$ cat src/rtl/output_accum_buffer.sv
// Column output collector: shifts in DEPTH partial sums per K-tile, accumulates
// across K-tiles, then drains rows with a last marker. Optional OUTPUT_ACC_SATURATE_EN.
//
// state   | meaning
// S_LOAD  | accepting partial-sum beats into the shift bank
// S_ACC   | one cycle: fold shift bank into accumulator bank
// S_DRAIN | presenting accumulator rows on the output handshake
module output_accum_buffer #(
    parameter int DATA_W = 32,
    parameter int DEPTH  = 8
) (
    input  logic              clk,
    input  logic              rst,
    input  logic              in_valid,
    input  logic [DATA_W-1:0] in_data,
    input  logic              in_first,
    input  logic              in_last,
    output logic              in_ready,
    output logic              out_valid,
    output logic [DATA_W-1:0] out_data,
    output logic              out_last,
    input  logic              out_ready,
    output logic              sat_flag,
    output logic              busy
);
    localparam int CNT_W = $clog2(DEPTH) + 1;
    localparam logic [CNT_W-1:0] CNT_END = CNT_W'(DEPTH - 1);

    typedef enum logic [1:0] {S_LOAD, S_ACC, S_DRAIN} state_t;

    state_t            state, state_d;
    logic [CNT_W-1:0]  cnt;
    logic [DATA_W-1:0] mem [DEPTH];
    logic [DATA_W-1:0] acc [DEPTH];
    logic [DATA_W-1:0] sum_next [DEPTH];
    logic              first_q, last_q;
    logic              load_hs, out_hs;

    always_comb begin
        state_d = state;
        load_hs = (state == S_LOAD) && in_valid;
        out_hs  = (state == S_DRAIN) && out_ready;
        case (state)
            S_LOAD:  if (load_hs && cnt == CNT_END) state_d = S_ACC;
            S_ACC:   state_d = last_q ? S_DRAIN : S_LOAD;
            S_DRAIN: if (out_hs && cnt == CNT_END) state_d = S_LOAD;
            default: state_d = S_LOAD;
        endcase
    end

`ifdef OUTPUT_ACC_SATURATE_EN
    localparam logic [DATA_W-1:0] SAT_MAX = {1'b0, {(DATA_W-1){1'b1}}};
    localparam logic [DATA_W-1:0] SAT_MIN = {1'b1, {(DATA_W-1){1'b0}}};
    logic [DATA_W:0] ext;
    logic            clamp_any;
    logic            sat_q;

    // Sign-extended add: the two top bits disagree exactly on overflow.
    always_comb begin
        clamp_any = 1'b0;
        ext       = '0;
        for (int i = 0; i < DEPTH; i++) begin
            ext = {acc[i][DATA_W-1], acc[i]} + {mem[i][DATA_W-1], mem[i]};
            if (ext[DATA_W] != ext[DATA_W-1]) begin
                sum_next[i] = ext[DATA_W] ? SAT_MIN : SAT_MAX;
                clamp_any   = 1'b1;
            end else begin
                sum_next[i] = ext[DATA_W-1:0];
            end
        end
    end

    always_ff @(posedge clk) begin
        if (rst)
            sat_q <= 1'b0;
        else if (out_hs && cnt == CNT_END)
            sat_q <= 1'b0;
        else if (state == S_ACC && !first_q && clamp_any)
            sat_q <= 1'b1;
    end

    assign sat_flag = sat_q;
`else
    always_comb begin
        for (int i = 0; i < DEPTH; i++)
            sum_next[i] = acc[i] + mem[i];
    end

    assign sat_flag = 1'b0;
`endif

    always_ff @(posedge clk) begin
        if (rst) begin
            state   <= S_LOAD;
            cnt     <= '0;
            first_q <= 1'b0;
            last_q  <= 1'b0;
            for (int i = 0; i < DEPTH; i++) begin
                mem[i] <= '0;
                acc[i] <= '0;
            end
        end else begin
            state <= state_d;
            if (load_hs) begin
                for (int i = 0; i < DEPTH - 1; i++)
                    mem[i] <= mem[i+1];
                mem[DEPTH-1] <= in_data;
                cnt <= (cnt == CNT_END) ? '0 : cnt + CNT_W'(1);
                if (cnt == '0) begin
                    first_q <= in_first;
                    last_q  <= in_last;
                end
            end
            if (state == S_ACC) begin
                for (int i = 0; i < DEPTH; i++)
                    acc[i] <= first_q ? mem[i] : sum_next[i];
            end
            if (out_hs) begin
                if (cnt == CNT_END) begin
                    cnt <= '0;
                    // Clearing makes a following non-first tile behave as overwrite.
                    for (int i = 0; i < DEPTH; i++)
                        acc[i] <= '0;
                end else begin
                    cnt <= cnt + CNT_W'(1);
                end
            end
        end
    end

    always_comb begin
        out_data = '0;
        if (state == S_DRAIN) begin
            for (int i = 0; i < DEPTH; i++)
                if (cnt == CNT_W'(i)) out_data = acc[i];
        end
    end

    assign in_ready  = (state == S_LOAD);
    assign out_valid = (state == S_DRAIN);
    assign out_last  = (state == S_DRAIN) && (cnt == CNT_END);
    assign busy      = (state != S_LOAD) || (cnt != '0);

endmodule

$ cat config.mk
export PLATFORM = sky130hd
export DESIGN_NAME = output_accum_buffer
export DESIGN_NICKNAME = d
export VERILOG_FILES = /design/src/rtl/output_accum_buffer.sv
export SDC_FILE = /design/constraint.sdc
export NUM_CORES = 1
export LEC_CHECK = 0
export CAP_MARGIN = 20
export CORE_AREA = 4 4 267 269
export CTS_BUF_LIST = sky130_fd_sc_hd__clkbuf_8
export DETAILED_ROUTE_END_ITERATION = 10
export DIE_AREA = 0 0 271 273
export PLACE_DENSITY = 0.68
export SYNTH_ARGS = -nofsm -noshare
export SYNTH_HDL_FRONTEND = slang
export SYNTH_SLANG_ARGS = --single-unit
$ cat constraint.sdc
create_clock -name clk -period 17.15 [get_ports clk]
set_clock_uncertainty 0.2 [all_clocks]
set_input_delay 1.715 -clock clk [delete_from_list [all_inputs] [get_ports clk]]
set_output_delay 1.715 -clock clk [all_outputs]
set_load 0.01 [all_outputs]
After elaboration in Yosys (flattened, before gate mapping)
Memories as Yosys holds them, arrays and structs flattened.
Cells that the tools add are included.
W data, S select, Z words.

word-level totals
  memories = 2
  register bits = 8
  output and inout port bits = 37
  memory bits (writable) = 512
  bits of input ports = 38

memories
  memory  depth  width  read ports  clocked after Yosys merged registers in  wr ports  RTL line  text
  acc     8      32     8           0                                        8         34        logic [DATA_W-1:0] acc [DEPTH];
  mem     8      32     8           0                                        8         33        logic [DATA_W-1:0] mem [DEPTH];

cells by class
  muxes and demuxes = 60
  equal/unequal tests = 11
  bitwise operators = 24
  reduce and logical (&&, ||, !) cells = 13
  add/subtract/negate cells = 9

operators with widths
  cell                   number
  $mux W32               41
  $add A32 B32 Y32       8
  $or A1 B1 Y1           24
  $eq A4 B3 Y1 const B   4
  $mux W1                12
  $mux W4                3
  $eq A4 B2 Y1 const B   2
  $mux W2                3
  $pmux W2 S3            1
  $logic_and A1 B1 Y1    5
  $add A4 B1 Y4 const B  1
  $eq A4 B1 Y1 const B   1
  $logic_not A4 Y1       1
  $ne A2 B1 Y1 const B   2
  $reduce_and A2 Y1      2
  $reduce_bool A2 Y1     2
  $reduce_bool A4 Y1     1
  $eq A2 B1 Y1 const B   1
  $eq A2 B2 Y1 const B   1
  $logic_not A2 Y1       1
  $logic_or A1 B1 Y1     1

Logic depth before layout (Yosys ltp)
  word-level depth = 10
  mapped depth = 12
  depth with buffers taken out = 12

Least setup slack after synthesis
No wires, ideal clock.

  path type = input-to-reg
  start = input port rst
  end = memory mem[0][0], enable pin
  setup slack = 7.689 ns
  stages = 4
  library setup time = 0.663 ns
  required time = 16.287 ns
  arrival = 8.598 ns
  path through = clkbuf_1 clkbuf_1 clkbuf_1 nand2b_1

RTL lines
  element      RTL line  text
  from (decl)  13        input logic rst,
  to (decl)    33

Worst setup path after layout
  start = register state[1]
  end = output port out_data[10]

between the ends
  word-level cells in the longest chain between the ends = 2

RTL lines
  element                 RTL line  text
  from (decl)             31        state_t state, state_d;
  from (signal assigned)  103       state <= state_d;
  $eq A2 B2 Y1            133       if (state == S_DRAIN) begin
  $mux W32                133
  to (decl)               20        output logic [DATA_W-1:0] out_data,

Every way passes these cells.

==> reports/summary.txt <==
Die Span X = 271 um
unrepaired setup endpoints after global routing = false
Worst Setup Path Type = reg2out
final weighted congestion of routability-driven global placement = 0.912
cell accounting for the most synthesized area = sky130_fd_sc_hd__edfxtp_1
mapped cell area = 34,300 um2
antenna violations before repair = 2
register bit count reported by yosys = 520
crit start category = flop
Layout area overhead = 10.3%
final sum of negative setup slack = 0 ps
capture point of the worst reg-to-reg path = acc[0][88]
hold_sp = acc[0][249]
summed area of non-filler cells in the final layout = 37,900 um2
Post-CTS Repair Setup Buffers = 0
Core ar. = 68,600 um2
worst min-delay path class = reg2reg
area share of the largest cell type after synthesis = 33.6%
most used flip-flop cell after synthesis = sky130_fd_sc_hd__edfxtp_1
count of nets left with antenna violations after detail routing = 0
asr flop ratio synth = 0%
num rows = 96
net count after synthesis = 3,958
LEAKAGE = 15.9 nW
number of violations of the max-capacitance limit = 0
total die area = 74,000 um2
dpl hpwl = 61.5 mm
worst hold slack after final layout = 286 ps
global-route wire length before repair = 143 mm
WL/cell = 19.4 um
number of cells produced by synthesis = 3,660
vias post-DR = 28.1k
reg2reg start = acc[0][64]
Data arrival, critical path = 3640 ps
overall overflow remaining after global route = 0
total wire length = 90.9 mm
power per cell area = 80.6 nW/um2
Global Route Usage Sum = 23.8%
EDFF count, synth = 384
number of search-and-repair iterations in the first detailed-routing pass = 8
post-place instance area = 35,800 um2
Worst Setup Slack post-DPL = 11,600 ps
total I/O pin count = 75
Final Max Tran Viols = 0
Max Clock Freq = 180 MHz
critical path fanouts, max = 31
min Tclk post-route = 5550 ps
transition time of the tightest slew-check pin = 1080 ps
CTS Root Cell = sky130_fd_sc_hd__clkbuf_8
worst hold path endpoint = acc[0][249]
clock buffers created by TritonCTS = 91
clk buf depth = 3
hold-fix buffer count after cts = 0
count of buffers from port buffering = 73
post_cts resized = 0
number of design rule violations left after detail routing = 0
cell depth of the worst hold path = 2
initial core utilization = 50.0%
data required time at the worst endpoint = 15,230 ps
CTS sink count = 520
Critical Path End Type = output pin
outcome = completed
Max-Slew Margin vs Limit = 27.9%
share of final-layout standard cells stronger than drive strength 1 = 5.85%
die span in y = 273 um
Avg Inst Size Synth = 9.38 um2
vias per inst = 6.01
H-tree lvl count = 3
Syn. warnings = 0
depth of the worst register-to-register path = 12
number of global-route vias before repair = 26.7k
CTS clk-pin slew, worst paths = 60 ps
starting DRC count in detailed routing = 2,570
CTS tree = built
layout net count = 3,966
share of synthesized area occupied by flip-flops and latches = 41.5%
worst-case register-to-register setup slack = 12,930 ps
end-of-flow core utilization = 55.2%
Final Hold Violating Endpoints = 0
Peak supply drop = 0.0635 mV
worst path setup slack after routing = 11,600 ps
portion of the clock cycle consumed by the worst path in the final layout = 32.4%
top cells by area in the synthesized netlist = sky130_fd_sc_hd__edfxtp_1, sky130_fd_sc_hd__ha_1, sky130_fd_sc_hd__dfxtp_1, sky130_fd_sc_hd__a21oi_1, sky130_fd_sc_hd__o21ai_0
clock latency on the worst-skew pair = 690 ps
largest net degree at the start of global routing = 187
number of different library cells in the post-synthesis netlist = 85
number of setup violations in the final report = 0
## Yosys cell counts, types with 10 or more instances
cell / number
sky130_fd_sc_hd__o21ai_0: 288
sky130_fd_sc_hd__a21oi_1: 318
sky130_fd_sc_hd__dfxtp_1: 136
sky130_fd_sc_hd__nand2b_1: 26
sky130_fd_sc_hd__nor2b_1: 85
sky130_fd_sc_hd__xor2_1: 66
sky130_fd_sc_hd__and3_1: 32
sky130_fd_sc_hd__a211oi_1: 41
sky130_fd_sc_hd__o21bai_1: 35
sky130_fd_sc_hd__o21a_1: 26
sky130_fd_sc_hd__o22ai_1: 12
sky130_fd_sc_hd__buf_1: 33
sky130_fd_sc_hd__mux2i_1: 45
sky130_fd_sc_hd__nor3_1: 76
sky130_fd_sc_hd__a222oi_1: 19
sky130_fd_sc_hd__ha_1: 252
sky130_fd_sc_hd__a21o_1: 144
sky130_fd_sc_hd__and2_1: 209
sky130_fd_sc_hd__clkbuf_1: 156
sky130_fd_sc_hd__a22oi_1: 57
sky130_fd_sc_hd__a221oi_1: 66
sky130_fd_sc_hd__xnor2_1: 121
sky130_fd_sc_hd__nand3_1: 54
sky130_fd_sc_hd__a2111oi_0: 11
sky130_fd_sc_hd__inv_1: 59
sky130_fd_sc_hd__nand2_1: 316
sky130_fd_sc_hd__edfxtp_1: 384
sky130_fd_sc_hd__nor2_1: 294
sky130_fd_sc_hd__o31ai_1: 18
sky130_fd_sc_hd__or3_1: 22
sky130_fd_sc_hd__a31oi_1: 25
sky130_fd_sc_hd__nand4_1: 21
sky130_fd_sc_hd__o211ai_1: 51
sky130_fd_sc_hd__a211o_1: 10
## cell type report
| type | count | area, um2 |
|---|---|---|
| inverter | 60 | 229 |
| sequential | 520 | 14300 |
| antenna | 2 | 5.00 |
| fill | 6129 | 30700 |
| multi-input combinational | 2890 | 19200 |
| timing repair buffer | 105 | 1080 |
| clock inverter | 51 | 313 |
| clock buffer | 116 | 1600 |
| tap | 931 | 1160 |
## worst max path at each step
stage,from,to,slack (ps),depth (start not counted)
after floorplan,rst,mem[0][0],7690,4
after global placement,in_valid,mem[0][1],11640,5
after detailed placement,in_valid,mem[0][0],11600,5
final,state[1],out_data[10],11600,4
after global routing,cnt[0],out_data[12],11400,11
after CTS,cnt[3],out_data[10],10940,9
## logic make-up after synthesis
logic type | share of synthesized area, %
DFF | 41.5
and+or+nand+nor | 16.7
adders and majority gates | 9.65
AOI/OAI and AO/OA | 23.1
xor gates and xnor gates | 4.77
other | 0.0109
muxes | 1.44
buffers and inverters | 2.75
## through the flow
step | instances | power (mW)
final | 4675 | 3.05
after global routing | 4675 | 3.18
after CTS | 4668 | 3.07
after detailed placement | 4501 | 1.87
after global placement | 4500 | 1.86
after floorplan | 3660 | 1.77
## flip-flops by register name, summed over array words and instances (netlist names)
signal	flops
last_q	1
mem	256
cnt	4
first_q	1
acc	256
state	2
## metal layers
| layer | GRT usage [%] | routed length (um) |
|---|---|---|
| met1 | 33.2 | 40700 |
| met2 | 38.5 | 40600 |
| met3 | 3.49 | 7320 |
| met4 | 7.57 | 2170 |
| met5 | 0 | 0 |
## where the power goes
part / switching, mW / total [mW] / internal, mW
registers: 0.0520 / 1.46 / 1.41
logic: 0.235 / 0.393 / 0.158
clock network: 0.533 / 1.20 / 0.666
total: 0.820 / 3.05 / 2.23
## critical path, cell delays in order (launching register included)
cell	delay [ps]
sky130_fd_sc_hd__dfxtp_1	450
sky130_fd_sc_hd__nor2b_1	420
sky130_fd_sc_hd__nand2_1	740
sky130_fd_sc_hd__o21ai_0	670
sky130_fd_sc_hd__clkdlybuf4s50_1	630
## cells in the final DEF (no fill, tap or decap), types with 32 or more instances in the layout
master | Yosys | final
sky130_fd_sc_hd__edfxtp_1 | 384 | 384
sky130_fd_sc_hd__a21oi_1 | 318 | 318
sky130_fd_sc_hd__nand2_1 | 316 | 314
sky130_fd_sc_hd__o21ai_0 | 288 | 288
sky130_fd_sc_hd__nor2_1 | 294 | 286
sky130_fd_sc_hd__ha_1 | 252 | 252
sky130_fd_sc_hd__and2_1 | 209 | 208
sky130_fd_sc_hd__a21o_1 | 144 | 144
sky130_fd_sc_hd__dfxtp_1 | 136 | 135
sky130_fd_sc_hd__xnor2_1 | 121 | 121
sky130_fd_sc_hd__clkbuf_8 | 0 | 116
sky130_fd_sc_hd__nor2b_1 | 85 | 84
sky130_fd_sc_hd__inv_1 | 59 | 82
sky130_fd_sc_hd__nor3_1 | 76 | 76
sky130_fd_sc_hd__clkdlybuf4s50_1 | 0 | 72
sky130_fd_sc_hd__a221oi_1 | 66 | 66
sky130_fd_sc_hd__xor2_1 | 66 | 66
sky130_fd_sc_hd__a22oi_1 | 57 | 57
sky130_fd_sc_hd__nand3_1 | 54 | 54
sky130_fd_sc_hd__o211ai_1 | 51 | 51
sky130_fd_sc_hd__mux2i_1 | 45 | 45
sky130_fd_sc_hd__a211oi_1 | 41 | 41
sky130_fd_sc_hd__o21bai_1 | 35 | 35
sky130_fd_sc_hd__and3_1 | 32 | 32
(Power assumes the default switching activity.)
